### config.mk
export PLATFORM = sky130hd
export DESIGN_NAME = t2mi_timestamp_parser
export DESIGN_NICKNAME = d
export VERILOG_FILES = /design/src/rtl/t2mi_timestamp_parser.sv
export SDC_FILE = /design/constraint.sdc
export NUM_CORES = 1
export LEC_CHECK = 0
export BUFFER_PORTS_ARGS = -buffer_cell sky130_fd_sc_hd__clkbuf_2
export CORE_ASPECT_RATIO = 1.25
export CORE_MARGIN = 2
export CORE_UTILIZATION = 50
export DETAILED_ROUTE_END_ITERATION = 6
export GPL_TIMING_DRIVEN = 1
export PLACE_DENSITY = 0.68
export SLEW_MARGIN = 20
export SYNTH_ARGS = -nofsm -noshare
export SYNTH_HDL_FRONTEND = slang
export SYNTH_SLANG_ARGS = --single-unit
### constraint.sdc
create_clock -name clk -period 7.3 [get_ports clk]
set_input_delay 1.46 -clock clk [delete_from_list [all_inputs] [get_ports clk]]
set_output_delay 1.46 -clock clk [all_outputs]
set_load 0.01 [all_outputs]
### src/rtl/t2mi_timestamp_parser.sv
// T2-MI timestamp packet parser: filters by type/stream id, checks length and rfu bits, and queues
// good records in a first-word-fall-through FIFO. Define TS_MONO_CHECK_EN to reject non-increasing timestamps.
module t2mi_timestamp_parser #(
    parameter logic [7:0] TS_PACKET_TYPE = 8'h20,
    parameter int         TS_BYTES       = 12,
    parameter int         FIFO_DEPTH     = 4,
    parameter int         SID_W          = 8
) (
    input  logic                        clk,
    input  logic                        rst_n,
    input  logic                        packet_valid,
    input  logic [7:0]                  packet_type,
    input  logic [SID_W-1:0]            packet_stream_id,
    input  logic [7:0]                  packet_data,
    input  logic                        packet_start,
    input  logic                        packet_end,
    input  logic                        cfg_filter_en,
    input  logic [SID_W-1:0]            cfg_stream_id,
    output logic                        ts_valid,
    input  logic                        ts_ready,
    output logic [39:0]                 ts_seconds,
    output logic [31:0]                 ts_subsec,
    output logic [12:0]                 ts_utco,
    output logic [3:0]                  ts_bw,
    output logic [SID_W-1:0]            ts_sid,
    output logic [$clog2(FIFO_DEPTH):0] fifo_level,
    output logic                        err_pulse,
    output logic [2:0]                  err_code,
    output logic [15:0]                 drop_count
);
    localparam int AW    = $clog2(FIFO_DEPTH);
    localparam int LW    = AW + 1;
    localparam int CW    = $clog2(TS_BYTES + 2);
    localparam int REC_W = 89 + SID_W;
    localparam logic [CW-1:0] LEN_C  = CW'(TS_BYTES);
    localparam logic [LW-1:0] FULL_C = LW'(FIFO_DEPTH);

    typedef enum logic [1:0] {S_IDLE, S_CAPTURE, S_DISCARD} state_t;

    state_t             state_q, state_d;
    logic [CW-1:0]      cnt_q, cnt_d;
    logic [SID_W-1:0]   sid_q, sid_d;
    logic [7:0]         pkt_bytes_q [12];
    logic [7:0]         pkt_bytes_d [12];
    logic [REC_W-1:0]   mem_q [FIFO_DEPTH];
    logic [REC_W-1:0]   mem_d [FIFO_DEPTH];
    logic [AW-1:0]      wr_q, wr_d, rd_q, rd_d;
    logic [LW-1:0]      lvl_q, lvl_d;
    logic [REC_W-1:0]   head_q, head_d;
    logic               valid_q, valid_d;
    logic               err_pulse_q, err_pulse_d;
    logic [2:0]         err_code_q, err_code_d;
    logic [15:0]        drop_q, drop_d;
    logic               accept_s, eval_s, start_err_s, push_s, pop_s, full_s, rfu_s, mono_bad_s;
    logic [2:0]         code_s;
    logic [REC_W-1:0]   rec_s;

    // Capture state machine next-state and byte collection (start-cycle data is never stored).
    always_comb begin
        state_d     = state_q;
        cnt_d       = cnt_q;
        sid_d       = sid_q;
        pkt_bytes_d = pkt_bytes_q;
        eval_s      = 1'b0;
        start_err_s = 1'b0;
        accept_s    = (packet_type == TS_PACKET_TYPE) &&
                      (!cfg_filter_en || (packet_stream_id == cfg_stream_id));
        if (packet_start) begin
            start_err_s = (state_q == S_CAPTURE) || (accept_s && packet_end);
            sid_d       = packet_stream_id;
            cnt_d       = '0;
            if (packet_end)    state_d = S_IDLE;
            else if (accept_s) state_d = S_CAPTURE;
            else               state_d = S_DISCARD;
        end else if (state_q == S_CAPTURE) begin
            if (packet_valid) begin
                for (int i = 0; i < 12; i++) begin
                    if (cnt_q == CW'(i)) pkt_bytes_d[i] = packet_data;
                    else                 pkt_bytes_d[i] = pkt_bytes_q[i];
                end
                // Saturate one past the nominal length: enough to flag a long packet.
                if (cnt_q <= LEN_C) cnt_d = cnt_q + CW'(1);
                else                cnt_d = cnt_q;
            end else begin
                cnt_d = cnt_q;
            end
            if (packet_end) begin
                state_d = S_IDLE;
                eval_s  = 1'b1;
            end else begin
                state_d = state_q;
            end
        end else if ((state_q == S_DISCARD) && packet_end) begin
            state_d = S_IDLE;
        end else begin
            state_d = state_q;
        end
    end

    assign rec_s = {pkt_bytes_d[3], pkt_bytes_d[4], pkt_bytes_d[5], pkt_bytes_d[6], pkt_bytes_d[7],
                    pkt_bytes_d[8], pkt_bytes_d[9], pkt_bytes_d[10], pkt_bytes_d[11],
                    pkt_bytes_d[1][4:0], pkt_bytes_d[2], pkt_bytes_d[0][3:0], sid_q};
    assign rfu_s  = (pkt_bytes_d[0][7:4] != 4'd0);
    assign pop_s  = valid_q & ts_ready;
    assign full_s = (lvl_q == FULL_C);

`ifdef TS_MONO_CHECK_EN
    logic [71:0] last_q, last_d;
    logic        have_last_q, have_last_d;

    assign mono_bad_s = have_last_q && (rec_s[REC_W-1 -: 72] <= last_q);

    // Remember the most recently pushed timestamp.
    always_comb begin
        if (push_s) begin
            last_d      = rec_s[REC_W-1 -: 72];
            have_last_d = 1'b1;
        end else begin
            last_d      = last_q;
            have_last_d = have_last_q;
        end
    end

    // Last-timestamp register.
    always_ff @(posedge clk) begin
        if (!rst_n) begin
            last_q      <= 72'd0;
            have_last_q <= 1'b0;
        end else begin
            last_q      <= last_d;
            have_last_q <= have_last_d;
        end
    end
`else
    assign mono_bad_s = 1'b0;
`endif

    // Packet verdict in priority order; a push into a full FIFO is fine when the head leaves this cycle.
    always_comb begin
        code_s = 3'd0;
        if (start_err_s) begin
            code_s = 3'd1;
        end else if (eval_s) begin
            if (cnt_d < LEN_C)           code_s = 3'd1;
            else if (cnt_d > LEN_C)      code_s = 3'd2;
            else if (rfu_s)              code_s = 3'd3;
            else if (mono_bad_s)         code_s = 3'd5;
            else if (full_s && !pop_s)   code_s = 3'd4;
            else                         code_s = 3'd0;
        end else begin
            code_s = 3'd0;
        end
        push_s = eval_s && (code_s == 3'd0);
    end

    // Record FIFO, error report and drop counter; head_d pre-computes the next head for FWFT output.
    always_comb begin
        mem_d = mem_q;
        wr_d  = wr_q;
        rd_d  = rd_q;
        if (push_s) begin
            mem_d[wr_q] = rec_s;
            wr_d        = wr_q + AW'(1);
        end else begin
            wr_d = wr_q;
        end
        if (pop_s) rd_d = rd_q + AW'(1);
        else       rd_d = rd_q;
        case ({push_s, pop_s})
            2'b10:   lvl_d = lvl_q + LW'(1);
            2'b01:   lvl_d = lvl_q - LW'(1);
            default: lvl_d = lvl_q;
        endcase
        valid_d = (lvl_d != '0);
        if (valid_d) head_d = mem_d[rd_d];
        else         head_d = '0;
        err_pulse_d = (code_s != 3'd0);
        err_code_d  = code_s;
        if (err_pulse_d && (drop_q != 16'hFFFF)) drop_d = drop_q + 16'd1;
        else                                     drop_d = drop_q;
    end

    // State registers with synchronous active-low reset.
    always_ff @(posedge clk) begin
        if (!rst_n) begin
            state_q     <= S_IDLE;
            cnt_q       <= '0;
            sid_q       <= '0;
            for (int i = 0; i < 12; i++) pkt_bytes_q[i] <= 8'd0;
            for (int i = 0; i < FIFO_DEPTH; i++) mem_q[i] <= '0;
            wr_q        <= '0;
            rd_q        <= '0;
            lvl_q       <= '0;
            head_q      <= '0;
            valid_q     <= 1'b0;
            err_pulse_q <= 1'b0;
            err_code_q  <= 3'd0;
            drop_q      <= 16'd0;
        end else begin
            state_q     <= state_d;
            cnt_q       <= cnt_d;
            sid_q       <= sid_d;
            pkt_bytes_q <= pkt_bytes_d;
            mem_q       <= mem_d;
            wr_q        <= wr_d;
            rd_q        <= rd_d;
            lvl_q       <= lvl_d;
            head_q      <= head_d;
            valid_q     <= valid_d;
            err_pulse_q <= err_pulse_d;
            err_code_q  <= err_code_d;
            drop_q      <= drop_d;
        end
    end

    assign ts_valid   = valid_q;
    assign ts_seconds = head_q[SID_W+88:SID_W+49];
    assign ts_subsec  = head_q[SID_W+48:SID_W+17];
    assign ts_utco    = head_q[SID_W+16:SID_W+4];
    assign ts_bw      = head_q[SID_W+3:SID_W];
    assign ts_sid     = head_q[SID_W-1:0];
    assign fifo_level = lvl_q;
    assign err_pulse  = err_pulse_q;
    assign err_code   = err_code_q;
    assign drop_count = drop_q;
endmodule

======== Word-level counts from Yosys, hierarchy flattened ========
Cells that the tools add are included.
storage, ports and cells
  input bits .............................. 39
  bits in latches ......................... 0
  bits in registers ....................... 623
  bits in writable memories ............... 0
  memories ................................ 0
  bits in read-only memories .............. 0
  output and inout bits ................... 121
  word-level logic and storage cells ...... 128
operators by class
  bitwise logic cells ..................... 4
  reduce and logical (&&, ||, !) cells .... 20
  multipliers ............................. 0
  add/subtract/negate cells ............... 6
  div/mod/pow operators ................... 0
  equal/unequal tests ..................... 20
  $lt $le $gt $ge ......................... 6
  multiplexer cells ....................... 44
  shift-type cells ........................ 0
operators with widths
  cell                                           count
  bitwise mux 388 bit                            1
  two-way mux 388 bit                            1
  two-way mux 97 bit                             3
  two-way mux 96 bit                             3
  binary-select mux 97 bit (select 2 bit)        1
  demux 97 bit (select 2 bit)                    1
  two-way mux 8 bit                              12
  two-way mux 3 bit                              6
  adder 16 x 1 -> 16 bit, second input constant  1
  == test 4 x 3 -> 1 bit, second input constant  4
  == test 4 bit, second input constant           4
  two-way mux 4 bit                              4
  != test 16 bit, second input constant          1
  two-way mux 2 bit                              7
  nonzero test 3 bit                             3
  == test 4 x 2 -> 1 bit, second input constant  2
  == test 8 x 6 -> 1 bit, second input constant  1
  == test 8 bit                                  1
  logical AND 1 bit                              7
  >= comparator 3 bit, second input constant     2
  inverter 2 -> 3 bit                            2
  one-hot mux 3 bit (2 select lines)             1
  adder 2 x 1 -> 2 bit, second input constant    2
  adder 4 x 1 -> 4 bit, second input constant    1
  other kinds (21)                               29

======== Longest topological paths before layout ========
  depth after elaboration ................. 17
  gate-level depth with buffers ........... 22
  gate-level depth less buffers ........... 18

======== Worst setup path before layout ========
Ideal clock, no wire load.
  path type ............................... in2reg
  start point ............................. in packet_valid
  end point ............................... reg head_q[66]
  stages .................................. 21
  path slack .............................. 2090 ps
  path buffers ............................ 5
  data required time ...................... 7217 ps
  arrival time ............................ 5127 ps
  path through ............................ and3b_1 buf_2 and4_1 nor3_2 nand2_1 clkbuf_1 clkbuf_1 nor2_1 inv_1 ha_1 inv_1 fa_1 xor2_1 or3_1 a21oi_1 a21oi_1 nor2_1 clkbuf_1 buf_1 o2111ai_1 o221ai_1
on the way
  longest elaborated chain between the ends .. 15
ends and longest elaborated chain
  what                                                                         line  text
  start: declaration                                                           11    input logic packet_valid,
  parallel branches: the longest is 15 deep, another holds > comparator 4 bit  -
  end signal: assignment                                                       194   head_q <= '0;
  end signal: assignment                                                       208   head_q <= head_d;
  end: declaration                                                             49    logic [REC_W-1:0] head_q, head_d;
Several ways; the timed one is not identified. The select of a mux whose other input is x is not followed.
A chain may end at the register's enable or synchronous reset.

======== Worst setup path in the final report ========
  start point ............................. in packet_data[6]
  end point ............................... reg head_q[65]
on the way
  longest elaborated chain between the ends .. 16
ends and longest elaborated chain
  what                                                                                                  line      text
  start: declaration                                                                                    14        input logic [7:0] packet_data,
  two-way mux 8 bit *                                                                                   78        if (cnt_q == CW'(i)) pkt_bytes_d[i] = packet_data;
  two-way mux 96 bit *                                                                                  76        if (packet_valid) begin
  two-way mux 96 bit *                                                                                  75        end else if (state_q == S_CAPTURE) begin
  two-way mux 96 bit *                                                                                  68        if (packet_start) begin
  nonzero test 4 bit *                                                                                  103       assign rfu_s = (pkt_bytes_d[0][7:4] != 4'd0);
  two-way mux 3 bit *                                                                                   146       else if (rfu_s) code_s = 3'd3;
  two-way mux 3 bit *                                                                                   145       else if (cnt_d > LEN_C) code_s = 3'd2;
  two-way mux 3 bit *                                                                                   144       if (cnt_d < LEN_C) code_s = 3'd1;
  two-way mux 3 bit *                                                                                   143       end else if (eval_s) begin
  two-way mux 3 bit *                                                                                   141       if (start_err_s) begin
  logical NOT 3 bit *                                                                                   153       push_s = eval_s && (code_s == 3'd0);
  logical AND 1 bit *                                                                                   153
  == test 2 x 1 -> 1 bit, or another cell as far along                                                  169       case ({push_s, pop_s})
  one-hot mux 3 bit (2 select lines) / binary-select mux 97 bit (select 2 bit) (equally long branches)  169, 175
  nonzero test 3 bit / two-way mux 97 bit (equally long branches)                                       174, 175
  AND reduction 2 bit (no source line) / two-way mux 97 bit (equally long branches)                     -
Mark *: on every way between the ends. The rest lies on a longest branch, timed or not. The select of a mux whose other input is x is not followed.

==> results_dict.tcl <==
set metrics [dict create \
    postCtsSetupBuffers 0 \
    fin_nets 2915 \
    setup_viol 0 \
    numCtsBuffers 58 \
    die_w_um 208 \
    status "completed" \
    syn_area_mm2 0.0260 \
    reg2reg_slack_ns 1.92 \
    synthDistinctLibCells 58 \
    clock_sink_count 620 \
    cts_resized 0 \
    power.leakage_nw 10.6 \
    synth_area_leaders "dfxtp_1 (48%), mux2i_1 (11%), o2111ai_1 (6.5%)" \
    start_util_pct 50.5 \
    wl_per_cell_um 22.1 \
    arrival_ns 6.28 \
    clock_power_share_pct 46.1 \
    reg2reg_depth 18 \
    period_share_pct 79.8 \
    insertion_delay_ns 0.62 \
    grt_pass1_vias 22113 \
    cap_violations 0 \
    num-fill-cells 4607 \
    post-dp-hpwl_mm 43.5 \
    max-vdd-ir-drop_mv 0.291 \
    via_per_inst 6.22 \
    yosysSeqAreaShare_pct 47.8 \
    worst-path-max-fanout 46 \
    syn-num-nets 2936 \
    holdPathEnd "mem_q[88]$_SDFF_PN0_" \
    crit_path_end_kind "flip-flop" \
    startpoint "packet_data[6]" \
    power_density_mw_per_mm2 225 \
    whs_ns 0.451 \
    fin_tns_setup_ns 0 \
    yosys.area.top_type "dfxtp_1" \
    relSlewSlack_pct 27.0 \
    reg2reg_from "cnt_q[0]$_SDFF_PN0_" \
    hold_start "mem_q[88]$_SDFF_PN0_" \
    grt_max_degree 215 \
    synth-edff-count 0 \
    ys_warn_count 0 \
    area_growth_pct 11.0 \
    final_common_cell "dfxtp_1" \
    p_int_w 0.00510 \
    ctsRootBufferMaster "clkbuf_16" \
    period_needed_ns 5.82 \
    detail-route-antenna-nets 0 \
    routed_wl_mm 79.0 \
    vias 22216 \
    rsz0062_at_grt "no" \
    gp_congestion 0.873 \
    slew_violations 0 \
    synthFlopType "dfxtp_1" \
    die_area_mm2 0.0538 \
    finalPower_w 0.00649 \
    ys_ff_latch 620 \
    seq_power_share_pct 52.2 \
    switching_power_w 0.00139 \
    cp-start-kind "input pin" \
    sw_frac_of_total_pct 21.5 \
    diodes 0 \
    mostFrequentLayoutCells "dfxtp_1 (620), nand2_1 (419), nor2_1 (402), mux2i_1 (296), a21oi_1 (209)" \
    grt_pass1_wl_mm 122 \
    clk_pin_slew_worst_paths_ns 0.06 \
    synthArstFlopShare_pct 0 \
    htree_levels 2 \
    worstPathRequired_ns 7.76 \
    antenna_found_initial 1 \
    synth_top_area_share_pct 47.8 \
    cts_buffer_depth 3 \
    io_buffers 159 \
    fp-row-count 93 \
    worst-setup-path-type "in2reg" \
    max_freq_mhz 172 \
    dr.pass1.iters 6 \
    tightest_slew_ns 1.09 \
    fin_skew_ns 0.0191 \
    synthCells 2886 \
    holdCritPathClass "reg2reg" \
    comb_power_share_pct 1.7 \
    die_h_um 259 \
    grt-ovfl-total 0 \
    timing.rr.end "head_q[65]$_SDFF_PN0_" \
    cts_tree "done" \
    drc_errors 0 \
    postCtsHoldBufs 0 \
    final-hold-violation-count 0 \
    final_util_pct 56.0 \
    syn_avg_cell_area_um2 8.99 \
    hold_path_depth 2 \
    first_iter_violations 1866 \
    core_mm2 0.0514 \
    grtUsageTotal_pct 28.4 \
    io_pins 160 \
    layout-drive-gt1-share_pct 13.8 \
]
==> layout make-up <==
| type | count | area (µm²) | share of cell area [%] |
|---|---|---|---|
| clock buffers | 84 | 1680 | 5.83 |
| clock inverters | 19 | 176 | 0.612 |
| inverters | 28 | 113 | 0.391 |
| multi-input cells | 1958 | 12400 | 43.1 |
| flip-flops and latches | 620 | 12400 | 43.1 |
| well taps | 665 | 832 | 2.89 |
| repair buffers | 199 | 1180 | 4.11 |
==> registers in the layout, summed over array words and instances, names as in the netlist <==
name,cells
sid_q,8
fifo_level,3
err_code,3
rd_q,2
state_q,2
ts_valid,1
head_q,97
mem_q,388
drop_count,16
wr_q,2
err_pulse,1
pkt_bytes_q,93
cnt_q,4
==> cells in the mapped netlist (2+ instances only) <==
| cell | number |
|---|---|
| o2111ai_1 | 192 |
| or4_1 | 2 |
| mux2_2 | 89 |
| o41ai_1 | 2 |
| nor3b_2 | 2 |
| mux2i_1 | 296 |
| nand4_1 | 8 |
| and2_1 | 7 |
| o21a_1 | 4 |
| buf_1 | 10 |
| nor4_1 | 6 |
| o31ai_1 | 2 |
| buf_4 | 9 |
| nor2_1 | 406 |
| xnor2_1 | 11 |
| a21o_1 | 2 |
| o21ai_0 | 101 |
| clkbuf_1 | 208 |
| nand2_1 | 420 |
| o221ai_1 | 98 |
| xor2_1 | 4 |
| ha_1 | 10 |
| dfxtp_1 | 620 |
| and3_1 | 10 |
| o31a_1 | 3 |
| and4b_1 | 2 |
| nand3_1 | 19 |
| a21oi_1 | 209 |
| nand2b_1 | 8 |
| nor3_1 | 8 |
| o211ai_1 | 3 |
| buf_2 | 53 |
| inv_1 | 28 |
| or3_1 | 7 |
| nor2b_1 | 4 |
==> worst max-delay path by stage <==
stage	slack, ns	cells after the start	to
floorplan	2.09	21	head_q[66]$_SDFF_PN0_
global placement	1.06	17	head_q[50]$_SDFF_PN0_
detailed placement	0.96	17	head_q[42]$_SDFF_PN0_
CTS	1.59	17	head_q[65]$_SDFF_PN0_
global route	1.18	17	head_q[42]$_SDFF_PN0_
finish	1.48	17	head_q[65]$_SDFF_PN0_
==> worst max-delay path, cell delays in order <==
cell and delay [ns]:
clkbuf_2 0.31, nor4_1 0.47, and3_1 0.24, a21o_1 0.20, nand3_4 0.43, nor2_1 0.44, inv_1 0.09, ha_1 0.23
inv_1 0.07, fa_1 0.17, xor2_1 0.18, or3_1 0.13, a21oi_1 0.08, a21oi_1 0.42, or3_4 0.73, buf_4 0.42
o221ai_1 0.16
==> layer usage <==
metal | vias to the layer above | part of all wire [%] | GRT usage [%] | wire, µm
li1 | 10178 | - | - | -
met5 | - | 0.014 | 0 | 11
met3 | 215 | 8.0 | 4.69 | 6310
met1 | 10865 | 39 | 34.7 | 31000
met4 | 2 | 4.5 | 14.0 | 3550
met2 | 956 | 48 | 48.4 | 38200
==> cell families after synthesis <==
family | after synthesis | synth area share, %
adders and majority gates | 11 | 0.559
xor gates and xnor gates | 15 | 0.506
AOI/OAI and AO/OA | 624 | 16.6
and+or+nand+nor | 923 | 14.4
DFF | 620 | 47.8
buffers and inverters | 308 | 4.84
muxes | 385 | 15.3
==> power by group through the flow <==
stage               logic [W]  registers (W)  clock network [W]
CTS                  0.000107        0.00339            0.00303
detailed placement   0.000106        0.00347                  0
finish               0.000109        0.00339            0.00299
global placement     0.000104        0.00347                  0
global route         0.000115        0.00339            0.00316
floorplan           0.0000640        0.00346                  0
==> stage by stage <==
step                      cells  instance area (µm²)  setup WS (ns)
after global routing       3573                28800           1.18
after global placement     3470                27000           1.06
final                      3573                28800           1.48
after CTS                  3573                28800           1.59
after floorplan            2886                26000           2.09
after detailed placement   3470                27000          0.963
Note: power is estimated with default switching activity, not from simulation.
